File: src/rtl/mfp_pkg.sv
// Shared register map, constants and IACK state type for the MFP interrupt controller.
package mfp_pkg;

    localparam logic [2:0] REG_IER  = 3'd0;
    localparam logic [2:0] REG_IPR  = 3'd1;
    localparam logic [2:0] REG_ISR  = 3'd2;
    localparam logic [2:0] REG_IMR  = 3'd3;
    localparam logic [2:0] REG_VR   = 3'd4;
    localparam logic [2:0] REG_MODE = 3'd5;
    localparam logic [2:0] REG_POL  = 3'd6;

    localparam logic [7:0] SPURIOUS_VEC = 8'h18;
    localparam int         VR_S_BIT     = 3;

    typedef enum logic [1:0] {
        IDLE     = 2'd0,
        ACK      = 2'd1,
        WAIT_LOW = 2'd2
    } iack_state_e;

endpackage

File: src/rtl/mfp_prio_enc.sv
// Combinational highest-set-bit encoder: valid flag, index and one-hot of the top request.
module mfp_prio_enc #(
    parameter int N = 16
) (
    input  logic [N-1:0]         req,
    output logic                 valid,
    output logic [$clog2(N)-1:0] index,
    output logic [N-1:0]         onehot
);

    localparam int W = $clog2(N);

    // A bit survives only if nothing above it is requesting.
    genvar gi;
    generate
        for (gi = 0; gi < N; gi++) begin : g_top
            if (gi == N - 1) begin : g_msb
                assign onehot[gi] = req[gi];
            end else begin : g_lower
                assign onehot[gi] = req[gi] & ~(|req[N-1:gi+1]);
            end
        end
    endgenerate

    assign valid = |req;

    always_comb begin
        index = '0;
        for (int i = 0; i < N; i++) begin
            if (onehot[i]) begin
                index = index | W'(i);
            end
        end
    end

endmodule

File: src/rtl/mfp_irq_ctrl.sv
// Vectored MFP-style interrupt controller: per-channel edge/level detection, IER/IPR/IMR/ISR,
// nested priority and a 68000 IACK/DTACK cycle.
module mfp_irq_ctrl
    import mfp_pkg::*;
#(
    parameter int NUM_IRQ     = 16,
    parameter int SYNC_STAGES = 2
) (
    input  logic               clk,
    input  logic               reset,
    input  logic [NUM_IRQ-1:0] irq_src,
    input  logic [2:0]         reg_addr,
    input  logic               reg_we,
    input  logic [NUM_IRQ-1:0] reg_wdata,
    output logic [NUM_IRQ-1:0] reg_rdata,
    output logic               irq,
    input  logic               iack,
    output logic               dtack,
    output logic [7:0]         vec
);

    localparam int         IDX_W    = $clog2(NUM_IRQ);
    localparam logic [7:0] IDX_MASK = 8'((1 << IDX_W) - 1);

    logic [NUM_IRQ-1:0] ier_q, ier_d, ipr_q, ipr_d, isr_q, isr_d;
    logic [NUM_IRQ-1:0] imr_q, imr_d, mode_q, mode_d, pol_q, pol_d;
    logic [7:0]         vr_q, vr_d, vec_q, vec_d;
    logic [NUM_IRQ-1:0] s_prev_q, s_prev_d;
    logic               irq_q, irq_d, dtack_q, dtack_d, iack_q, iack_d;
    iack_state_e        state_q, state_d;

    logic [NUM_IRQ-1:0] src_sync, s_vec, set_vec;
    logic [NUM_IRQ-1:0] ipr_clr, ier_dis, isr_keep, isr_set;
    logic               service, iack_rise;

    logic               p_valid, s_valid;
    logic [IDX_W-1:0]   p_idx, s_idx;
    logic [NUM_IRQ-1:0] p_onehot, isr_onehot_unused;

    // ---------------- source synchroniser ----------------
    generate
        if (SYNC_STAGES == 0) begin : g_no_sync
            assign src_sync = irq_src;
        end else begin : g_sync
            logic [SYNC_STAGES-1:0][NUM_IRQ-1:0] sync_q, sync_d;

            always_comb begin
                sync_d    = sync_q;
                sync_d[0] = irq_src;
                for (int i = 1; i < SYNC_STAGES; i++) begin
                    sync_d[i] = sync_q[i-1];
                end
            end

            always_ff @(posedge clk) begin
                if (reset) begin
                    sync_q <= '0;
                end else begin
                    sync_q <= sync_d;
                end
            end

            assign src_sync = sync_q[SYNC_STAGES-1];
        end
    endgenerate

    // Polarity folds into the source, so a POL or MODE write can itself produce an edge.
    assign s_vec    = src_sync ^ ~pol_q;
    assign s_prev_d = s_vec;

    genvar gi;
    generate
        for (gi = 0; gi < NUM_IRQ; gi++) begin : g_chan
            assign set_vec[gi] = ier_q[gi] & s_vec[gi] & (mode_q[gi] | ~s_prev_q[gi]);
        end
    endgenerate

    // ---------------- priority ----------------
    mfp_prio_enc #(.N(NUM_IRQ)) u_pend_enc (
        .req    (ipr_q & imr_q),
        .valid  (p_valid),
        .index  (p_idx),
        .onehot (p_onehot)
    );

    // Only the index of the in-service channel matters for nesting.
    mfp_prio_enc #(.N(NUM_IRQ)) u_isr_enc (
        .req    (isr_q),
        .valid  (s_valid),
        .index  (s_idx),
        .onehot (isr_onehot_unused)
    );

    assign irq_d     = p_valid && (!s_valid || (p_idx > s_idx));
    assign iack_d    = iack;
    assign iack_rise = iack && !iack_q;

    // ---------------- IACK sequencer ----------------
    always_comb begin
        state_d = state_q;
        dtack_d = dtack_q;
        service = 1'b0;
        case (state_q)
            IDLE: begin
                if (iack_rise) begin
                    state_d = ACK;
                    dtack_d = 1'b1;
                    service = 1'b1;
                end
            end
            ACK: begin
                dtack_d = iack;
                state_d = iack ? WAIT_LOW : IDLE;
            end
            WAIT_LOW: begin
                if (!iack) begin
                    state_d = IDLE;
                    dtack_d = 1'b0;
                end
            end
            default: begin
                state_d = IDLE;
                dtack_d = 1'b0;
            end
        endcase
    end

    // ---------------- register file ----------------
    always_comb begin
        ier_d    = ier_q;
        imr_d    = imr_q;
        vr_d     = vr_q;
        mode_d   = mode_q;
        pol_d    = pol_q;
        vec_d    = vec_q;
        ipr_clr  = '0;
        ier_dis  = '0;
        isr_keep = '1;
        isr_set  = '0;

        if (service) begin
            if (p_valid) begin
                vec_d   = (vr_q & ~IDX_MASK) | 8'(p_idx);
                ipr_clr = p_onehot;
                if (vr_q[VR_S_BIT]) begin
                    isr_set = p_onehot;
                end
            end else begin
                vec_d = SPURIOUS_VEC;
            end
        end

        if (reg_we) begin
            case (reg_addr)
                REG_IER: begin
                    ier_d   = reg_wdata;
                    ier_dis = ~reg_wdata;
                end
                REG_IPR:  ipr_clr = ipr_clr | ~reg_wdata;
                REG_ISR: begin
                    if (vr_q[VR_S_BIT]) begin
                        isr_keep = reg_wdata;
                    end
                end
                REG_IMR:  imr_d  = reg_wdata;
                REG_VR:   vr_d   = 8'(reg_wdata);
                REG_MODE: mode_d = reg_wdata;
                REG_POL:  pol_d  = reg_wdata;
                default: ;
            endcase
        end

        // A fresh set beats any clear, except disabling the channel through IER.
        ipr_d = ((ipr_q & ~ipr_clr) | set_vec) & ~ier_dis;
        isr_d = (isr_q & isr_keep) | isr_set;
    end

    always_comb begin
        reg_rdata = '0;
        case (reg_addr)
            REG_IER:  reg_rdata = ier_q;
            REG_IPR:  reg_rdata = ipr_q;
            REG_ISR:  reg_rdata = isr_q;
            REG_IMR:  reg_rdata = imr_q;
            REG_VR:   reg_rdata = NUM_IRQ'(vr_q);
            REG_MODE: reg_rdata = mode_q;
            REG_POL:  reg_rdata = pol_q;
            default:  reg_rdata = '0;
        endcase
    end

    always_ff @(posedge clk) begin
        if (reset) begin
            ier_q    <= '0;
            ipr_q    <= '0;
            isr_q    <= '0;
            imr_q    <= '0;
            mode_q   <= '0;
            pol_q    <= '0;
            vr_q     <= '0;
            vec_q    <= '0;
            s_prev_q <= '0;
            irq_q    <= 1'b0;
            dtack_q  <= 1'b0;
            iack_q   <= 1'b0;
            state_q  <= IDLE;
        end else begin
            ier_q    <= ier_d;
            ipr_q    <= ipr_d;
            isr_q    <= isr_d;
            imr_q    <= imr_d;
            mode_q   <= mode_d;
            pol_q    <= pol_d;
            vr_q     <= vr_d;
            vec_q    <= vec_d;
            s_prev_q <= s_prev_d;
            irq_q    <= irq_d;
            dtack_q  <= dtack_d;
            iack_q   <= iack_d;
            state_q  <= state_d;
        end
    end

    assign irq   = irq_q;
    assign dtack = dtack_q;
    assign vec   = vec_q;

endmodule
File: config.mk
export PLATFORM = sky130hd
export DESIGN_NAME = mfp_irq_ctrl
export DESIGN_NICKNAME = d
export VERILOG_FILES = /design/src/rtl/mfp_pkg.sv /design/src/rtl/mfp_prio_enc.sv /design/src/rtl/mfp_irq_ctrl.sv
export SDC_FILE = /design/constraint.sdc
export NUM_CORES = 1
export LEC_CHECK = 0
export ABC_AREA = 1
export BUFFER_PORTS_ARGS = -buffer_cell sky130_fd_sc_hd__buf_2
export CORE_MARGIN = 10
export CORE_UTILIZATION = 65
export CTS_CLUSTER_DIAMETER = 60
export DETAILED_ROUTE_END_ITERATION = 10
export PLACE_DENSITY = 0.86
export SETUP_SLACK_MARGIN = 0.15
export SLEW_MARGIN = 20
export SYNTH_ARGS = -nofsm -noshare
export SYNTH_HDL_FRONTEND = slang
export SYNTH_HIERARCHICAL = 1
export SYNTH_SLANG_ARGS = --single-unit
File: constraint.sdc
create_clock -name clk -period 2.85 [get_ports clk]
set_input_delay 0.4275 -clock clk [delete_from_list [all_inputs] [get_ports clk]]
set_output_delay 0.4275 -clock clk [all_outputs]
set_load 0.02 [all_outputs]
# Word level (Yosys, flattened, before mapping)
# Index checks and enable logic that the tools add are counted.
[classes]
order_cmp = 1
eq_ne = 10
muxes = 53
n_bitwise = 135
n_reduce_logical = 42
[ops]
columns = ["cell", "n"]
rows = [
  ["16-bit two-way mux", 12],
  ["16-bit case mux with 7 select lines", 1],
  ["16-bit bitwise AND", 4],
  ["4-bit two-way mux", 16],
  ["16-bit inverter", 4],
  ["1-bit bitwise AND", 61],
  ["16-bit OR", 3],
  ["1-bit inverter", 45],
  ["16-bit OR reduction", 2],
  ["14-bit OR reduction", 2],
  ["13-bit OR reduction", 2],
  ["3-bit two-way mux", 8],
  ["12-bit OR reduction", 2],
  ["11-bit OR reduction", 2],
  ["10-bit OR reduction", 2],
  ["9-bit OR reduction", 2],
  ["1-bit OR", 16],
  ["8-bit OR reduction", 2],
  ["16-bit XOR", 1],
  ["15-bit OR reduction", 1],
  ["2-bit two-way mux", 7],
  ["7-bit OR reduction", 2],
  ["2-bit AND reduction", 6],
  ["6-bit OR reduction", 2],
  ["21 further kinds", 36],
]
[totals]
register_bits = 165
out_inout_bits = 26
wordCells = 256

# Longest topological paths before layout
[depth]
word_depth = 22
ltp_mapped = 16

# Hierarchy
# The synthesis kept the hierarchy.
[by_module_without_submodules]
columns = ["module", "n_inst", "cells_per_inst", "area_each_um2", "seq_area_each_um2"]
rows = [
  ["mfp_irq_ctrl", 1, 1046, 7243.2, 3303.2],
  ["mfp_prio_enc", 2, 64, 347.8, 0.0],
]

# Least setup slack after synthesis
# OpenSTA, ideal clock, no wires.
[synth_timing]
path_type = "in2out"
start = "input reg_addr[1]"
end = "output reg_rdata[14]"
arrival_ns = 1.368
setup_slack_ns = 1.055
path_stages = 7
path_buffers = 2
cell_sequence = "buf_6 > nor2_4 > nand2_1 > clkbuf_1 > o21ai_0 > nor2_1 > nand2_1"
[synth_via]
elab_chain_cells = 2
word_cells_on_any_way = 8
classes_between = "eq/ne: 6; mux: 1; reduce/logical: 1"
[synth_rtl]
columns = ["item", "line_no", "source"]
rows = [
  ["from (decl)", "mfp_irq_ctrl.sv:12", "input logic [2:0] reg_addr,"],
  ["3-bit equality test, or another cell as far along", "mfp_irq_ctrl.sv:180", "case (reg_addr)"],
  ["16-bit case mux with 7 select lines (*)", "mfp_irq_ctrl.sv:180", ""],
  ["to (decl)", "mfp_irq_ctrl.sv:15", "output logic [NUM_IRQ-1:0] reg_rdata,"],
]
# Every way passes the cells marked *; elsewhere a longest branch is shown, timed or not.

# Worst setup path in the final report
[layout_timing]
start = "input reg_addr[2]"
end = "output reg_rdata[6]"
# Same word-level chain as after synthesis.

==> results list <==
- Result of the run: completed
- 0 antenna diodes ended up in the layout.
* Maximum fanout along the worst path: 17
- Setup repair after global routing left no endpoint under its margin.
- The tool flagged a number of max-cap violations equal to 0.
- Timing would allow up to 394 MHz.
- Of the total power, registers draw 0.472.
- Largest buffer count on any clock path: 2
- The finished cells cover 8800 um2.
- For this run, the total global-route usage over all layers was measured as 0.252.
- The floorplan step set the die width to 130 um.
* Number of standard cells in the final layout excluding fillers: 1357
* Arrival time at the worst endpoint: 2.11 ns
- Yosys printed 6 warnings.
- The max-slew violation count came to 0.
- The tree is rooted in a sky130_fd_sc_hd__clkbuf_16.
- Dividing the detail-routed via count by the number of cells gives 5.60.
- For the pin with the worst max-slew slack, the measured transition is 0.974 ns.
- First-pass GRT wire length: 34200 um
* Fraction of the core area covered by cells at the end of the flow: 0.739
* Total power density per cell area: 586 nW/um2
* Number of rows in the core area: 40
- Remaining DRCs: 0
- Hold timing on the final database bottoms out at a slack of 0.194 ns.
- The tree built by TritonCTS fans out to 165 sinks.
- After clock tree synthesis, the clock-pin slew on the worst setup and hold paths is 0.06 ns.
- In this run the cell area measured after placement is 8210 um2.
* Number of antenna violations at the first check in global routing: 0
- Of the total power, the share spent switching nets is 0.257.
- Clock share of power: 0.446
- Int Power: 3.83 mW
* Leakage: 3.96 nW
- Number of buffers added by the clock tree synthesis step: 17
- When the netlist entered floorplanning its net count stood at 1196.
* Setup Crit Path Kind: in2out
- Final setup vio count: 0
- Summing internal, switching and leakage power gives 5.16 mW.
- Ratio of cells with drive above 1 in the final layout: 0.116
* Setup Skew: 0.0109 ns
- Per-instance average area after synthesis: 6.78 um2
- Ratio of final minimum period to clock period: 0.890
- ANT nets after route: 0
* PostCTS Resize Cnt: 0
- Count of nets after finishing: 1240
- Violation count after the first detailed-routing iteration: 1028
* Worst supply voltage drop on vdd: 496 uV
- The routed design could run at a clock period as short as 2.54 ns.
* Portion of total power attributed to combinational logic: 0.081
- The worst setup path is launched from an input pin.
- The region available for standard cell placement spans 11900 um2.
- Dividing the detail-routed wire length by the instance count gives 15.8 um.
- Net Switching: 1.33 mW
- Routed WL: 21400 um
* Area enclosed by the die boundary: 16800 um2
- In the post-route analysis, the smallest setup slack over all paths is 0.314 ns.
- Number of top-level pins: 65
* Router iterations before antenna repair: 8
- CP endpoint kind: output port
- Number of global-route vias before repair: 6889
- Input/output buffers: 64
* Final total negative setup slack: 0 ns
- Clock insertion delay at the later pin of the skew report: 0.43 ns
- Remaining global-route overflow: 0
* Layout area overhead: 12.5%
- The number of placed instances, taps included, is 1325.
- Data on the critical path is required at its endpoint by 2.42 ns.
- Synthesized area: 7820 um2
* HPWL Detailed: 15200 um
- Number of H-tree levels: 4
- Measured against its own limit, the worst slew margin works out to 0.347.
- Setup Buffers After CTS: 0
- At the end of routability-driven placement, the weighted congestion stood at 0.965.
* Vertical die dimension: 130 um
- The routed layout has 7597 vias.
- CTS Hold Buffers Added: 0
- The count of final hold-check violations is 0.
- Entering global routing, the biggest net connects 68 pins.
* Clock tree from TritonCTS: built
- For this configuration, the core starts out at a cell density of 0.657.
- Hold crit path type: in2reg
- OpenSTA, run right after detailed placement, puts the worst setup slack at 0.361 ns.
- The cell count after synthesis came out at 1153.
[power groups by stage]
stage,logic (mW),registers [mW],clock network (mW)
6_report,0.420,2.44,2.30
5_1_grt,0.464,2.44,2.41
3_5_place_dp,0.406,2.49,0
2_1_floorplan,0.275,2.48,0
3_3_place_gp,0.399,2.48,0
4_1_cts,0.412,2.43,2.30
[critical path, stage by stage]
cell	delay, ns
sky130_fd_sc_hd__buf_2	0.15
sky130_fd_sc_hd__inv_2	0.09
sky130_fd_sc_hd__nand3_2	0.29
sky130_fd_sc_hd__inv_1	0.59
sky130_fd_sc_hd__nand2_1	0.12
sky130_fd_sc_hd__o21ai_0	0.11
sky130_fd_sc_hd__nor2_1	0.06
sky130_fd_sc_hd__nand2_1	0.10
sky130_fd_sc_hd__buf_2	0.18
[state kept, by name, summed over array words and instances, names as in the netlist]
signal / cells
dtack: 1
imr_q: 16
vec: 8
ier_q: 16
pol_q: 16
src_sync: 16
g_sync.sync_d: 16
ipr_q: 16
state_q: 2
iack_q: 1
vr_q: 8
irq: 1
s_prev_q: 16
isr_q: 16
mode_q: 16
[final cells by class]
class / count / area [um2]
Sequential cell: 165 / 3300
Clock inverter: 15 / 166
Fill cell: 980 / 3110
Clock buffer: 17 / 425
Inverter: 223 / 837
Timing Repair Buffer: 76 / 423
Multi-Input combinational cell: 714 / 3460
Tap cell: 147 / 184
[worst paths after layout]
kind                                         from                 to  slack [ns]  cells after the start
worst min-delay path                  irq_src[11]  g_sync.sync_d[27]        0.19                      3
worst min register to register  g_sync.sync_d[30]       src_sync[14]        0.40                      2
worst max-delay path                  reg_addr[2]       reg_rdata[6]        0.31                      9
worst max register to register           ipr_q[7]                irq        0.79                     14
[placed cells by master, fill, tap and decap left out, types with 5 or more instances in the layout]
master,count
sky130_fd_sc_hd__o21ai_0,127
sky130_fd_sc_hd__nand2_2,6
sky130_fd_sc_hd__xnor2_1,16
sky130_fd_sc_hd__nand3_1,103
sky130_fd_sc_hd__clkbuf_16,17
sky130_fd_sc_hd__nand2_1,149
sky130_fd_sc_hd__nand4_1,6
sky130_fd_sc_hd__dfxtp_1,165
sky130_fd_sc_hd__nor3_1,11
sky130_fd_sc_hd__a21oi_1,130
sky130_fd_sc_hd__buf_4,11
sky130_fd_sc_hd__inv_1,215
sky130_fd_sc_hd__buf_2,64
sky130_fd_sc_hd__inv_2,7
sky130_fd_sc_hd__inv_6,6
sky130_fd_sc_hd__nor2_1,132
sky130_fd_sc_hd__nor2_4,5
[routing by layer]
| layer | vias to the layer above | track usage | wire (um) |
|---|---|---|---|
| met5 | - | 0 | 0 |
| met4 | 0 | 0.0906 | 448 |
| met3 | 41 | 0.0653 | 2390 |
| met2 | 445 | 0.388 | 9540 |
| met1 | 3390 | 0.336 | 9000 |
| li1 | 3721 | - | - |
Power figures use the tool's default switching activity.
